--- src/rtl/snn_pkg.sv ---
// Shared types and parameter helpers for the spike row fetch path.
package snn_pkg;

  typedef enum logic [1:0] {
    ST_IDLE  = 2'd0,
    ST_FETCH = 2'd1,
    ST_DRAIN = 2'd2
  } fetch_state_t;

  // Tag fields are sized for the widest supported config (IW <= 16, TIME_WIDTH <= 32).
  localparam int TAG_SRC_W  = 16;
  localparam int TAG_TIME_W = 32;

  typedef struct packed {
    logic                  last;
    logic [TAG_SRC_W-1:0]  src;
    logic [TAG_TIME_W-1:0] tstamp;
  } syn_tag_t;

  function automatic int calc_row_words(input int sr_depth, input int nr_depth);
    return sr_depth / nr_depth;
  endfunction

  function automatic int calc_log2(input int v);
    int r;
    r = 0;
    for (int i = 0; i < 31; i++) begin
      if ((1 << i) < v) r = i + 1;
    end
    return r;
  endfunction

endpackage

--- src/rtl/sr_skid_fifo.sv ---
// Two-entry FIFO buffering synapse words between the register read port and the updater.
module sr_skid_fifo #(
  parameter int DW = 8
) (
  input  logic          clk,
  input  logic          reset,
  input  logic          i_push,
  input  logic [DW-1:0] i_data,
  input  logic          i_pop,
  output logic          o_valid,
  output logic [DW-1:0] o_data,
  output logic [1:0]    o_count
);

  logic [DW-1:0] r_mem [2];
  logic          r_rd_ptr;
  logic          r_wr_ptr;
  logic [1:0]    r_count;
  logic          w_do_pop;

  assign w_do_pop = i_pop & (r_count != 2'd0);

  always_ff @(posedge clk) begin
    if (!reset) begin
      r_rd_ptr <= 1'b0;
      r_wr_ptr <= 1'b0;
      r_count  <= 2'd0;
      r_mem[0] <= '0;
      r_mem[1] <= '0;
    end else begin
      if (i_push) begin
        r_mem[r_wr_ptr] <= i_data;
        r_wr_ptr        <= ~r_wr_ptr;
      end
      if (w_do_pop) r_rd_ptr <= ~r_rd_ptr;
      r_count <= r_count + {1'b0, i_push} - {1'b0, w_do_pop};
    end
  end

  // Head entry is only rewritten once popped, so outputs hold while stalled.
  assign o_valid = (r_count != 2'd0);
  assign o_data  = r_mem[r_rd_ptr];
  assign o_count = r_count;

  a_no_overflow: assert property (@(posedge clk) disable iff (!reset)
    !(i_push && (r_count == 2'd2)));

endmodule

--- src/rtl/spike_row_fetch.sv ---
// Turns an accepted spike into a burst of synapse-row reads and streams the words out.
module spike_row_fetch
  import snn_pkg::*;
#(
  parameter  int NR_DEPTH   = 16,
  parameter  int SR_WIDTH   = 64,
  parameter  int SR_DEPTH   = 16384,
  parameter  int TIME_WIDTH = 8,
  localparam int ROW_WORDS  = calc_row_words(SR_DEPTH, NR_DEPTH),
  localparam int IW         = calc_log2(NR_DEPTH),
  localparam int AW         = calc_log2(SR_DEPTH)
) (
  input  logic                  clk,
  input  logic                  reset,
  input  logic                  freeze,
  input  logic                  spk_valid,
  output logic                  spk_ready,
  input  logic [IW-1:0]         spk_index,
  input  logic [TIME_WIDTH-1:0] spk_time,
  output logic                  sr_rd_en,
  output logic [AW-1:0]         sr_rd_addr,
  input  logic [SR_WIDTH-1:0]   sr_rd_data,
  output logic                  syn_valid,
  input  logic                  syn_ready,
  output logic [SR_WIDTH-1:0]   syn_data,
  output logic [IW-1:0]         syn_src,
  output logic [TIME_WIDTH-1:0] syn_time,
  output logic                  syn_last,
  output logic                  busy
);

  localparam int RWL   = calc_log2(ROW_WORDS);
  localparam int CW    = (RWL > 0) ? RWL : 1;
  localparam int TAG_W = $bits(syn_tag_t);
  localparam int FW    = SR_WIDTH + TAG_W;

  fetch_state_t    r_state;
  fetch_state_t    w_state_nxt;
  logic [IW-1:0]   r_idx;
  logic [TIME_WIDTH-1:0] r_time;
  logic [CW-1:0]   r_cnt;
  logic            r_inflight;
  logic            r_infl_last;

  logic            w_pop;
  logic            w_rd_en;
  logic            w_accept;
  logic            w_last_rd;
  logic            w_fifo_valid;
  logic [1:0]      w_fifo_cnt;
  logic [2:0]      w_occ;
  syn_tag_t        w_push_tag;
  syn_tag_t        w_head_tag;
  logic [FW-1:0]   w_push_word;
  logic [FW-1:0]   w_head_word;
  logic            w_unused_tag;

  assign w_pop     = w_fifo_valid & syn_ready;
  // Slots committed after this cycle: buffered + returning read - word leaving now.
  assign w_occ     = {1'b0, w_fifo_cnt} + {2'b00, r_inflight} - {2'b00, w_pop};
  assign w_last_rd = (r_cnt == CW'(ROW_WORDS - 1));

  always_comb begin
    w_state_nxt = r_state;
    spk_ready   = 1'b0;
    w_rd_en     = 1'b0;
    w_accept    = 1'b0;
    case (r_state)
      ST_IDLE: begin
        spk_ready = !freeze;
        if (spk_valid && !freeze) begin
          w_accept    = 1'b1;
          w_state_nxt = ST_FETCH;
        end
      end
      ST_FETCH: begin
        if (!freeze && (w_occ < 3'd2)) begin
          w_rd_en = 1'b1;
          if (w_last_rd) w_state_nxt = ST_DRAIN;
        end
      end
      ST_DRAIN: begin
        if (!r_inflight && ((w_fifo_cnt - {1'b0, w_pop}) == 2'd0)) w_state_nxt = ST_IDLE;
      end
      default: w_state_nxt = ST_IDLE;
    endcase
  end

  always_ff @(posedge clk) begin
    if (!reset) begin
      r_state     <= ST_IDLE;
      r_idx       <= '0;
      r_time      <= '0;
      r_cnt       <= '0;
      r_inflight  <= 1'b0;
      r_infl_last <= 1'b0;
    end else begin
      r_state     <= w_state_nxt;
      r_inflight  <= w_rd_en;
      r_infl_last <= w_rd_en & w_last_rd;
      if (w_accept) begin
        r_idx  <= spk_index;
        r_time <= spk_time;
        r_cnt  <= '0;
      end else if (w_rd_en && !w_last_rd) begin
        r_cnt <= r_cnt + CW'(1);
      end
    end
  end

  assign sr_rd_en   = w_rd_en;
  assign sr_rd_addr = (AW'(r_idx) << RWL) | AW'(r_cnt);

  // Owner fields stay put until the row fully drains, so they tag returning data directly.
  always_comb begin
    w_push_tag        = '0;
    w_push_tag.last   = r_infl_last;
    w_push_tag.src    = TAG_SRC_W'(r_idx);
    w_push_tag.tstamp = TAG_TIME_W'(r_time);
  end

  assign w_push_word = {sr_rd_data, w_push_tag};

  sr_skid_fifo #(.DW(FW)) u_fifo (
    .clk     (clk),
    .reset   (reset),
    .i_push  (r_inflight),
    .i_data  (w_push_word),
    .i_pop   (w_pop),
    .o_valid (w_fifo_valid),
    .o_data  (w_head_word),
    .o_count (w_fifo_cnt)
  );

  assign w_head_tag   = w_head_word[TAG_W-1:0];
  assign w_unused_tag = ^w_head_tag;

  assign syn_valid = w_fifo_valid;
  assign syn_data  = w_head_word[FW-1:TAG_W];
  assign syn_src   = w_head_tag.src[IW-1:0];
  assign syn_time  = w_head_tag.tstamp[TIME_WIDTH-1:0];
  assign syn_last  = w_fifo_valid & w_head_tag.last;
  assign busy      = (r_state != ST_IDLE) || (w_fifo_cnt != 2'd0);

endmodule

--- config.mk ---
export PLATFORM = sky130hd
export DESIGN_NAME = spike_row_fetch
export DESIGN_NICKNAME = d
export VERILOG_FILES = /design/src/rtl/snn_pkg.sv /design/src/rtl/sr_skid_fifo.sv /design/src/rtl/spike_row_fetch.sv
export SDC_FILE = /design/constraint.sdc
export NUM_CORES = 1
export LEC_CHECK = 0
export BUFFER_PORTS_ARGS = -buffer_cell sky130_fd_sc_hd__buf_4
export CORE_ASPECT_RATIO = 1.75
export CORE_MARGIN = 10
export CORE_UTILIZATION = 49
export CTS_CLUSTER_DIAMETER = 40
export DETAILED_ROUTE_END_ITERATION = 8
export GPL_TIMING_DRIVEN = 0
export MAX_ROUTING_LAYER = met4
export PLACE_DENSITY = 0.82
export SYNTH_ARGS = -nofsm -noshare
export SYNTH_HDL_FRONTEND = slang
export SYNTH_SLANG_ARGS = --single-unit
--- constraint.sdc ---
create_clock -name clk -period 6.2 [get_ports clk]
set_input_delay 1.24 -clock clk [delete_from_list [all_inputs] [get_ports clk]]
set_output_delay 1.24 -clock clk [all_outputs]
set_load 0.01 [all_outputs]
==> reports/metrics.sh <==
CTS_HTREE_LEVELS=4
GP_CONGESTION=0.8508
MAX_FREQ_MHz=207.3
CLOCK-SKEW-FINAL_PS=7.881
UNREPAIRED_SETUP_ENDPOINTS_AFTER_GLOBAL_ROUTING='false'
MAX_SLEW.WORST_PIN.SLEW_PS=880.1
ROUTE.DETAILED.VIAS_PER_INST=5.257
CRITICAL_PATH_ARRIVAL_PS=3580
SYN_INST=579
NUMBER_OF_FILL_CELLS=1185
SYN-MEAN-INSTANCE-AREA_UM2=13.68
TRACK_USAGE_PCT=17.68
TOTAL_GLOBAL_ROUTING_OVERFLOW=0
AREAGROWTHSYNTHTOFINISH_PCT=27.65
SETUP.WORST_PATH.START_CLASS='primary input'
WORST_SETUP_PATH_END_KIND='output port'
FINAL_ANTENNA_NET_COUNT=0
MIN_DELAY_PATH_DEPTH=2
CTS.REPAIR.RESIZED=0
MOST_FREQUENTLY_USED_FLOP_MASTER_AFTER_SYNTHESIS='edfxtp_1'
FINALSETUPVIOLATIONS=0
DIE_Y_UM=188.2
WL_PER_CELL_UM=19.33
FINAL.SETUP.TNS_PS=0
CTS.PATH.MAX_BUFFERS=2
WORST_SLACK_PS=1376
NETLIST.TOP_CELL.BY_AREA='edfxtp_1'
RR_STARTPOINT='u_fifo.o_count[1]$_SDFF_PN0_'
DRT_DRC_VIOLATIONS_LEFT=0
IO_BUF_COUNT=175
LAYOUT-DRIVE-GT1-SHARE_PCT=36.76
CLK_PIN_SLEW_WORST_PATHS_PS=70
CRITICAL_PATH.MOST_COMMON_CELL='inv_1'
WORST_HOLD_PATH.ENDPOINT='r_time[1]$_SDFFE_PN0P_'
WHS_PS=474.1
VDD.IR_DROP.WORST_mV=0.2551
CRITPATHTOPFAMILY='adder cells'
WORST_R2R_ENDPOINT='r_cnt[9]$_SDFFE_PP0P_'
SYNTH_SEQ_AREA_SHARE_PCT=66.23
REPORT.FINAL.HOLD_VIOL_COUNT=0
FIRST_PASS_GRT_WIRE_LENGTH_UM=29130
POWER_TOTAL_mW=3.343
GRT_MAX_DEGREE=57
SLOWEST_DELAY_PS=570
NETLIST_TOP_CELLS_AREA='edfxtp_1 (58%), and2_1 (12%), mux2_2 (11%)'
PRECTSSETUPSLACK_PS=1371
ROUTED_VIAS=5141
FINALWORSTPATHREQUIREDPERIOD_PS=4824
ROUTED_WL_UM=18910
CTS_TREE='done'
SETUP.WORST_PATH.CLASS='in2out'
DETAILED_PLACE_HPWL_UM=14180
TRITONCTS_BUFFER_COUNT=17
DRT_ITER0_MARKERS=197
TIMING.MAX_SLEW.REL_SLACK_PCT=40.78
SLEW_VIOLATIONS=0
YOSYS.CELL_COUNT.TOP_TYPE='and2_1'
SYNTH_COMMON_CELLS='and2_1 (155), edfxtp_1 (154), mux2_2 (76), nand2_1 (34), dfxtp_1 (31)'
YOSYSWARNINGCOUNT=0
WORSTHOLDSTART='r_time[1]$_SDFFE_PN0P_'
TIMING.MAX_CAP.VIOLATIONS=0
TIMING.CRITICAL_PATH.SLOWEST_STAGE_CELL='fa_1'
PLACEMENT_ROWS=61
CRITICAL_PATH.CELL_CHAIN='buf_4 > nor2b_1 > ha_1 > inv_1 > ha_1 > inv_1 > fa_1 > nor4bb_1 > nand2_1 > inv_1 > buf_4'
STARTING_DENSITY_OF_THE_CORE_PCT=49.88
FINAL.PERIOD_UTILIZATION_PCT=77.80
POWER_DENSITY_nW_PER_UM2=330.7
SYN-CELL-AREA_UM2=7919
WORSTPATHMAXFANOUT=5
YOSYS.CELL_TYPES.COUNT=39
CLOCK_INSERTION_DELAY_WORST_SKEW_PS=410
CRIT_BUF_INV=5
NUMBER_OF_GLOBAL_ROUTE_VIAS_BEFORE_REPAIR=5719
ANTENNA_FOUND_INITIAL=0
YOSYSTOPAREACELLSHARE_PCT=58.40
DESIGN.DIE.AREA_UM2=21850
FF2FF_SETUP_SLACK_PS=2690
YOSYS_REGISTER_BITS=185
SYNTH_ENABLE_FLOP_CELLS=154
WORST-ENDPOINT-REQUIRED_PS=4960
ANTENNA-DIODE-COUNT=0
CLOCK_TREE.ROOT_CELL='clkbuf_16'
CTS.SINKS=185
RESULT_OF_THE_RUN='finished, final reports clean'
DESIGN.CORE.AREA_UM2=15880
POSTSYNTHNETCOUNT=664
POWER_LEAKAGE_nW=4.065
CTS_POST_SETUP_BUFFERS_INSERTED=0
SHARE_OF_FLIP_FLOPS_WITH_AN_ASYNCHRONOUS_SET_OR_RESET_PCT=0
HOLDBUFCOUNTCTS=0
HOLD_CLASS='reg2reg'
BOUNDARYPINS=176
DIE_WIDTH_UM=116.1
R2R.WORST_PATH.CELLS=11
DETAILEDROUTE.FIRSTPASSITERATIONCOUNT=4
FIN_NETS=861
metal layers:
layer	GRT usage (%)	up-vias	part of all wire [%]
met1	17.15	2488	35
met5	-	-	0
met2	32.39	169	57
li1	-	2445	-
met3	3.912	39	5.3
met4	7.495	0	2.7
worst min-delay path, stage by stage, from the launching register on:
cell and delay, ps:
dfxtp_1 320, nand2_1 50, a21oi_1 50
layout make-up:
cell class / instances / area [um^2] / share of cell area [%]
buffer: 30 / 112.6 / 1.114
clock buffer: 20 / 446.7 / 4.419
clock inverter: 12 / 106.4 / 1.052
inverter: 9 / 33.78 / 0.3342
multi-input combinational: 355 / 2546 / 25.19
sequential: 185 / 5245 / 51.89
tap: 189 / 236.5 / 2.339
timing repair buffer: 178 / 1381 / 13.67
cell families (layout without fill, tap and decap cells):
group,Yosys count,after routing,share of synthesized area [%]
simple gates,233,233,17.19
compound gates,37,37,2.623
buf+inv,39,249,1.849
mux,77,77,10.93
fa+ha+maj,4,4,0.7269
flops,185,185,66.23
xor+xnor,4,4,0.4425
state kept, by name, summed over array words and instances (netlist names), named ones only:
name             cells
r_inflight           1
r_state              2
r_idx                4
u_fifo.r_wr_ptr      1
r_time               8
u_fifo.r_rd_ptr      1
r_cnt               10
r_infl_last          1
u_fifo.o_count       2
u_fifo.r_mem       154
metrics by stage:
stage          utilization [%]  std cells  area (um^2)
2_1_floorplan                -        579         7919
3_3_place_gp             59.65        943         9469
3_5_place_dp             60.19        946         9555
4_1_cts                  63.67        978        10110
5_1_grt                  63.67        978        10110
6_report                 63.67        978        10110
worst max-delay path by stage:
stage / startpoint / endpoint / slack (ps) / cells past startpoint
after floorplan: r_inflight$_SDFF_PN0_ / u_fifo.r_mem[0][0]$_SDFFCE_PN0P_ / 1820 / 2
after detailed placement: syn_ready / sr_rd_en / 1370 / 11
after global routing: syn_ready / sr_rd_en / 1240 / 11
after CTS: syn_ready / sr_rd_en / 1370 / 11
after global placement: r_inflight$_SDFF_PN0_ / u_fifo.r_mem[0][49]$_SDFFCE_PN0P_ / 130 / 2
final: syn_ready / sr_rd_en / 1380 / 11
power by group:
group          switching, mW  total (mW)  internal, mW
Sequential            0.0317        1.46          1.43
Combinational          0.425       0.859         0.433
Clock                  0.484        1.02         0.540
Total                  0.941        3.34          2.40
layout by cell type, fill, tap and decap left out, types with 9 or more instances in the layout:
cell	netlist	layout
nor2_1	11	11
edfxtp_1	154	154
inv_1	9	9
mux2_2	76	76
clkbuf_16	0	17
clkbuf_1	23	25
a21oi_1	23	23
buf_4	0	175
nand2_1	34	34
and2_1	155	155
dfxtp_1	31	31
Power figures use the tool's default switching activity.
